## config.mk

```make
export PLATFORM = sky130hd
export DESIGN_NAME = stream_demux12
export DESIGN_NICKNAME = d
export VERILOG_FILES = /design/src/rtl/stream_demux12.sv
export SDC_FILE = /design/constraint.sdc
export NUM_CORES = 1
export LEC_CHECK = 0
export ABC_AREA = 0
export CAP_MARGIN = 20
export CORE_UTILIZATION = 45
export DETAILED_ROUTE_END_ITERATION = 10
export GPL_ROUTABILITY_DRIVEN = 0
export PLACE_DENSITY = 0.82
export SYNTH_ARGS = -nofsm -noshare
export SYNTH_HDL_FRONTEND = slang
export SYNTH_SLANG_ARGS = --single-unit
```

## constraint.sdc

```tcl
create_clock -name clk -period 2.73 [get_ports clk]
set_clock_uncertainty 0.15 [all_clocks]
set_input_delay 0.819 -clock clk [delete_from_list [all_inputs] [get_ports clk]]
set_output_delay 0.819 -clock clk [all_outputs]
set_load 0.02 [all_outputs]
```

## src/rtl/stream_demux12.sv

```systemverilog
// Registered 1-to-2 stream demux: route select is locked for a whole packet, one output register per channel.
// Optional per-channel saturating delivered-beat counters when DEMUX_COUNT_EN is defined.
module stream_demux12 #(
  parameter int DATA_W = 8
`ifdef DEMUX_COUNT_EN
  ,
  parameter int CNT_W  = 16
`endif
) (
  input  logic              clk,
  input  logic              rst,
  input  logic              in_valid,
  output logic              in_ready,
  input  logic [DATA_W-1:0] in_data,
  input  logic              in_last,
  input  logic              s,
  output logic              a_valid,
  input  logic              a_ready,
  output logic [DATA_W-1:0] a_data,
  output logic              a_last,
  output logic              b_valid,
  input  logic              b_ready,
  output logic [DATA_W-1:0] b_data,
  output logic              b_last,
  output logic              busy
`ifdef DEMUX_COUNT_EN
  ,
  output logic [CNT_W-1:0]  a_count,
  output logic [CNT_W-1:0]  b_count
`endif
);

  typedef enum logic [1:0] {IDLE, ROUTE_A, ROUTE_B} state_t;

  state_t              state_q, state_d;
  logic                busy_q;
  logic                a_valid_q, b_valid_q;
  logic [DATA_W-1:0]   a_data_q, b_data_q;
  logic                a_last_q, b_last_q;
  logic                route_b;
  logic                accept;
  logic                load_a, load_b;

  // s only matters between packets; mid-packet the locked route wins.
  assign route_b  = (state_q == IDLE) ? s : (state_q == ROUTE_B);
  assign in_ready = route_b ? (!b_valid_q || b_ready) : (!a_valid_q || a_ready);
  assign accept   = in_valid && in_ready;
  assign load_a   = accept && !route_b;
  assign load_b   = accept && route_b;

  always_comb begin
    state_d = state_q;
    if (accept) begin
      if (in_last)
        state_d = IDLE;
      else if (state_q == IDLE)
        state_d = route_b ? ROUTE_B : ROUTE_A;
    end
  end

  always_ff @(posedge clk or posedge rst) begin
    if (rst) begin
      state_q <= IDLE;
      busy_q  <= 1'b0;
    end else begin
      state_q <= state_d;
      busy_q  <= (state_d != IDLE);
    end
  end

  // A load in the same cycle as a drain simply replaces the old beat.
  always_ff @(posedge clk or posedge rst) begin
    if (rst) begin
      a_valid_q <= 1'b0;
      a_data_q  <= '0;
      a_last_q  <= 1'b0;
    end else if (load_a) begin
      a_valid_q <= 1'b1;
      a_data_q  <= in_data;
      a_last_q  <= in_last;
    end else if (a_valid_q && a_ready) begin
      a_valid_q <= 1'b0;
    end
  end

  always_ff @(posedge clk or posedge rst) begin
    if (rst) begin
      b_valid_q <= 1'b0;
      b_data_q  <= '0;
      b_last_q  <= 1'b0;
    end else if (load_b) begin
      b_valid_q <= 1'b1;
      b_data_q  <= in_data;
      b_last_q  <= in_last;
    end else if (b_valid_q && b_ready) begin
      b_valid_q <= 1'b0;
    end
  end

  assign a_valid = a_valid_q;
  assign a_data  = a_data_q;
  assign a_last  = a_last_q;
  assign b_valid = b_valid_q;
  assign b_data  = b_data_q;
  assign b_last  = b_last_q;
  assign busy    = busy_q;

`ifdef DEMUX_COUNT_EN
  logic [CNT_W-1:0] a_cnt_q, b_cnt_q;

  always_ff @(posedge clk or posedge rst) begin
    if (rst) begin
      a_cnt_q <= '0;
      b_cnt_q <= '0;
    end else begin
      if (a_valid_q && a_ready && (a_cnt_q != '1))
        a_cnt_q <= a_cnt_q + CNT_W'(1);
      if (b_valid_q && b_ready && (b_cnt_q != '1))
        b_cnt_q <= b_cnt_q + CNT_W'(1);
    end
  end

  assign a_count = a_cnt_q;
  assign b_count = b_cnt_q;
`endif

endmodule

```

==> results of run 1 <==
## layout make-up
class / instances / area (sq um)
inverters: 1 / 3.75
fillers: 161 / 577
flip-flops and latches: 23 / 576
well taps: 27 / 33.8
multi-input cells: 55 / 379
clock buffers: 4 / 26.3
repair buffers: 42 / 407
## cells in the mapped netlist (all sizes together)
| master | number | area, sq um |
|---|---|---|
| nand2b | 2 | 12.5 |
| nand2 | 32 | 120 |
| a32oi | 1 | 8.76 |
| and2b | 1 | 7.51 |
| o21bai | 1 | 18.8 |
| nor3b | 1 | 12.5 |
| dfrtp | 23 | 576 |
| mux2 | 10 | 128 |
| inv | 1 | 3.75 |
| or3b | 1 | 11.3 |
| buf | 3 | 30.0 |
| nor2 | 1 | 3.75 |
| a21oi | 1 | 5.00 |
| nand3 | 2 | 22.5 |
| o21ai | 2 | 10.0 |
## per-layer routing
layer	global-route usage (%)	vias to the layer above
met3	5.66	2
met2	30.3	23
met4	4.41	0
met5	0	-
li1	-	354
met1	22.0	358
## worst paths after layout
path	from	end	slack (ns)	depth (start not counted)
hold reg to reg	b_data[0]$_DFFE_PP0P_	b_data[0]$_DFFE_PP0P_	0.34	2
setup / recovery	s	in_ready	0.07	4
hold / removal	b_data[0]$_DFFE_PP0P_	b_data[0]$_DFFE_PP0P_	0.34	2
max in group asynchronous	rst	b_data[3]$_DFFE_PP0P_	1.52	3
min in group asynchronous	rst	a_data[7]$_DFFE_PP0P_	0.68	3
setup reg to reg	state_q[0]$_DFF_PP0_	state_q[1]$_DFF_PP0_	1.04	5
## placed cells by master (no fill, tap or decap), drive strengths merged
master,instances
nand2b,2
dlygate4sd2,2
mux2,10
clkbuf,4
inv,1
clkdlybuf4s50,32
o21ai,2
nand2,32
nand3,2
dfrtp,23
or3b,1
o21bai,1
a32oi,1
nor3b,1
buf,7
a21oi,1
and2b,1
nor2,1
dlymetal6s2s,1
## power groups by stage
stage	combinational, mW	clock (mW)	sequential, mW
5_1_grt	0.959	0.169	0.630
3_3_place_gp	0.880	0	0.602
4_1_cts	0.908	0.153	0.609
6_report	0.906	0.150	0.611
2_1_floorplan	0.314	0	0.788
3_5_place_dp	0.902	0	0.612
## worst max-delay path, cell delays in order
cell           delay [ns]
dlygate4sd2_1        0.27
o21bai_4             0.16
mux2_4               0.32
buf_6                0.13
## per-stage QoR
step	setup TNS (ns)	std cells	setup WS, ns	hold slack, ns
floorplan	0	82	0.354	0.321
finish	0	152	0.0683	0.344
global route	0	152	0.0429	0.377
CTS	0	152	0.00210	0.347
detailed placement	-0.559	148	-0.559	0.316
global placement	-0.565	148	-0.565	0.312
## sequential cells by signal, indices dropped and copies added, names as in the netlist
register  cells
b_data        8
b_valid       1
a_last        1
b_last        1
state_q       2
a_valid       1
busy          1
a_data        8
## what timing repair did
| action | 4_1_cts | 5_1_grt |
|---|---|---|
| setup endpoints to repair | 1 | 1 |
| cloned | 0 | 0 |
| gates resized for setup | 9 | 3 |
| hold endpoints to repair | 0 | 0 |
## logic make-up after synthesis
logic type,after synthesis,share of synthesized area (%)
AO/OA/AOI/OAI,5,4.39
flip-flops,23,59.4
AND/OR/NAND/NOR,40,19.6
multiplexers,10,13.2
buffers and inverters,4,3.48
==> metrics.md, run 1 <==
| Metric | Value |
|---|---|
| Synth Register Bits | 23 |
| CTS sink count | 23 |
| Worst-path fanout max | 2 |
| DRC | 0 |
| Ant. Diodes | 0 |
| Core Box Area | 2000 sq um |
| Mapped cell area | 970 sq um |
| Detailed placement HPWL | 1500 microns |
| Number of buffers created by CTS | 3 |
| Number of buffers inserted by hold repair at cts | 0 |
| Avg WL per Cell | 12.9 microns |
| Drt first-iter violations | 11 |
| Drt first pass iters | 4 |
| Flop pwr share | 36.7% |
| Peak supply drop | 0.856 mV |
| NumNets Final | 141 |
| CTS tree | done |
| Clock Power Share | 9.0% |
| Pin count of the biggest net entering global routing | 24 |
| Min-Delay Path Class | reg2reg |
| Vias post-DR | 737 |
| Max Slew Vio Count | 0 |
| Switching power | 0.629 mW |
| Worst slew pin tran | 0.388 ns |
| Max cap viols | 0 |
| Pint | 1.04 mW |
| Core Util, Final | 71.2% |
| Initial antenna violation count | 0 |
| Slew headroom | 74.0% |
| Final Cell Area | 1430 sq um |
| Die Ht | 48.4 microns |
| Cells after Synth | 82 |
| Routed wire length on met3 | 122 microns |
| Die ar. | 2340 sq um |
| Ys Warns | 0 |
| Die X | 48.4 microns |
| Metal-1 WL | 831 microns |
| Overall power | 1.67 mW |
| Initial core utilization | 48.4% |
| Syn_area_per_cell | 11.8 sq um |
| Area post-placement | 1380 sq um |
| Drt total wl | 1970 microns |
| Switching Fraction | 37.7% |
| Min cycle time layout | 2.66 ns |
| RSZ-0062 raised after global routing | no |
| Final Setup Violations | 0 |
| FMAX | 376 MHz |
| Total gr overflow | 0 |
| Outcome | completed |
| Max Used Layer | met4 |
| PortBufs | 36 |
| Layout cells sized above 1 | 20.8% |
| Leak | 0.688 nW |
| # IOs | 37 |
| Area delta synth->final | 47.0% |
| Vias in the first global route | 707 |
| Gate power share | 54.3% |
| Final count of hold timing violations | 0 |
| H-tree depth | 1 |
| Critical path endpoint category | output port |
| Synth cell types | 18 |
| Setup bufs post-CTS | 0 |
| Met2 WL | 1000 microns |
| Clk Latency, worst-skew pair | 0.30 ns |
| Via/cell ratio | 4.85 |
| # rows | 16 |
| Crit path DAT | 1.69 ns |
| Post-route clock period utilization | 97.5% |
| Clock root buffer master | clkbuf_4 |
| CP Data Required Time | 1.76 ns |
| Post-synthesis sequential area ratio | 59.4% |
| First-pass GRT wire length | 3190 microns |
| Antenna-violating nets left | 0 |
| Power Density | 1170 nW/um^2 |
| Clk slew on worst S/H paths | 0.12 ns |
| Mapped Nets | 97 |
| Worst Setup Path Type | in2out |
| Total Routing Usage GR | 17.8% |
| Buffer depth of the longest clock path | 2 |
| Crit start category | input pin |
(Power assumes the default switching activity.)
==> run 2: changes to the inputs <==
CORE_UTILIZATION = 40   (was 45)
PLACE_DENSITY = 0.74   (was 0.82)
==> run 2 against run 1 <==
Effect of this change: core utilization shrank 7.9 points; final area is essentially flat; via count up 2.6%; die area increased by 12%; wire length rose by 6.1%; hold slack worse by 0.0070 ns; critical path depth unchanged; final cell count up 0.66%.
==> metrics.md, run 2 (same netlist as run 1, synthesis figures left out) <==
| Metric | Value |
|---|---|
| Outcome | completed |
| Initial antenna violation count | 0 (unchanged) |
| Crit start category | input pin |
| Max Slew Vio Count | 0 (unchanged) |
| Final count of hold timing violations | 0 (unchanged) |
| Die Ht | 51.2 microns (+5.8%) |
| DRC | 0 (unchanged) |
| Post-cts resize count | 10 (+1) |
| CTS tree | done |
| # IOs | 37 (unchanged) |
| Initial core utilization | 43.0% (-5.4 points) |
| Die ar. | 2630 sq um (+12%) |
| Dpl cells | 149 (+0.68%) |
| Drt first-iter violations | 3 (-8) |
| Number of buffers inserted by hold repair at cts | 0 (unchanged) |
| Layout cells sized above 1 | 20.8% (unchanged) |
| Buffer depth of the longest clock path | 2 (unchanged) |
| Clk Latency, worst-skew pair | 0.30 ns (about the same) |
| Detailed placement HPWL | 1460 microns (-2.7%) |
| FMAX | 375 MHz (-0.20%) |
| Die X | 51.2 microns (+5.8%) |
| PortBufs | 36 (unchanged) |
| Critical path buffer and inverter count | 2 (unchanged) |
| Ant. Diodes | 0 (unchanged) |
| Total Routing Usage GR | 17.8% (+0.039 points) |
| Crit path DAT | 1.70 ns (about the same) |
| H-tree depth | 1 (unchanged) |
| First-pass GRT wire length | 3400 microns (+6.5%) |
| Avg WL per Cell | 13.6 microns (+5.4%) |
| Pin count of the biggest net entering global routing | 24 (unchanged) |
| Leak | 0.689 nW (+0.12%) |
| Area delta synth->final | 47.1% (about the same) |
| Peak supply drop | 0.641 mV (-25%) |
| Cell chain of the critical path | dlygate4sd2_1, o21bai_4, mux2_4, buf_6 |
| Max cap viols | 0 (unchanged) |
| Slew headroom | 79.2% (+5.1 points) |
| Power Density | 1170 nW/um^2 (about the same) |
| Via/cell ratio | 4.94 (+1.9%) |
| NumNets Final | 141 (unchanged) |
| CP Data Required Time | 1.76 ns (about the same) |
| Worst path slowest cell | mux2_4 |
| Final WS setup | 0.0628 ns (-0.00546 ns) |
| # rows | 17 (+1) |
| Vias post-DR | 756 (+2.6%) |
| Setup bufs post-CTS | 0 (unchanged) |
| Most frequent cells in the layout | nand2_1, clkdlybuf4s50_1, dfrtp_1, buf_4 |
| TNS Setup | 0 ns (unchanged) |
| Clock root buffer master | clkbuf_4 |
| Post-route clock period utilization | 97.7% (+0.20 points) |
| Critical path endpoint category | output port |
| Total gr overflow | 0 (unchanged) |
| Antenna-violating nets left | 0 (unchanged) |
| Worst Setup Path Type | in2out |
| CTS sink count | 23 (unchanged) |
| Number of buffers created by CTS | 3 (unchanged) |
| Final Setup Violations | 0 (unchanged) |
| Worst-path fanout max | 2 (unchanged) |
| Clk slew on worst S/H paths | 0.12 ns (about the same) |
| Vias in the first global route | 711 (+0.57%) |
| Core Box Area | 2250 sq um (+13%) |
| Final std cells w/o fill | 153 (+0.66%) |
| Drt total wl | 2090 microns (+6.1%) |
| Drt first pass iters | 6 (+2) |
| RSZ-0062 raised after global routing | no |
| Min cycle time layout | 2.67 ns (+0.00546 ns) |
| Post-place setup slack | -0.572 ns (-0.0132 ns) |
| CP peak stage delay | 0.32 ns (about the same) |
| Worst slew pin tran | 0.311 ns (-0.0768 ns) |
| Family with the most delay on the worst path | buffers and inverters |
| Min-Delay Path Class | reg2reg |
run 2: cell counts in the layout (fill, tap and decap cells not counted):
No cell type changed its count.
run 2: worst min-delay path, delay by kind of cell (launching register included):
| kind | cells | cell delay, ns |
|---|---|---|
| flops | 1 | 0.36 |
| simple gates | 2 | 0.11 |
run 2: metrics by stage:
| stage | util (%) | area [sq um] | total power, mW | hold slack (ns) |
|---|---|---|---|---|
| final | 63.3 | 1430 | 1.67 | 0.337 |
| after global placement | 61.2 | 1380 | 1.49 | 0.310 |
| after CTS | 62.8 | 1420 | 1.68 | 0.342 |
| after detailed placement | 61.2 | 1380 | 1.51 | 0.312 |
| after floorplan | - | 970 | 1.10 | 0.321 |
| after global routing | 63.3 | 1430 | 1.77 | 0.362 |
run 2: layout make-up:
cell class / instances / area [sq um]
clock buffers: 4 / 26.3
fillers: 205 / 828
inverters: 1 / 3.75
multi-input cells: 55 / 379
flip-flops and latches: 23 / 576
well taps: 28 / 35.0
repair buffers: 42 / 407
run 2: path summary, 6_finish.rpt:
check                                              to  cells past startpoint  slack [ns]                  start
max in group asynchronous       a_data[5]$_DFFE_PP0P_                      3        1.50                    rst
worst max-delay path                         in_ready                      4        0.06                      s
worst min-delay path            b_data[6]$_DFFE_PP0P_                      2        0.34  b_data[6]$_DFFE_PP0P_
min in group asynchronous       a_data[7]$_DFFE_PP0P_                      3        0.70                    rst
worst max register to register   state_q[1]$_DFF_PP0_                      5        1.06   state_q[0]$_DFF_PP0_
worst min register to register  b_data[6]$_DFFE_PP0P_                      2        0.34  b_data[6]$_DFFE_PP0P_
run 2: per-layer routing:
layer  part of all wire (%)  routed length [microns]  vias to the layer above  track usage, %
met1                     44                      926                      371            25.8
li1                       -                        -                      351               -
met3                    6.8                      141                        2            3.87
met4                  0.096                        2                        0            4.05
met2                     49                     1010                       32            27.4
met5                      0                        0                        -               0
run 2: report_power, final:
group          leakage, nW  internal (mW)  total, mW  switching (mW)
registers            0.278          0.505      0.609           0.104
logic                0.396          0.477      0.910           0.433
clock network       0.0150         0.0569      0.150          0.0931
total                0.689           1.04       1.67           0.630
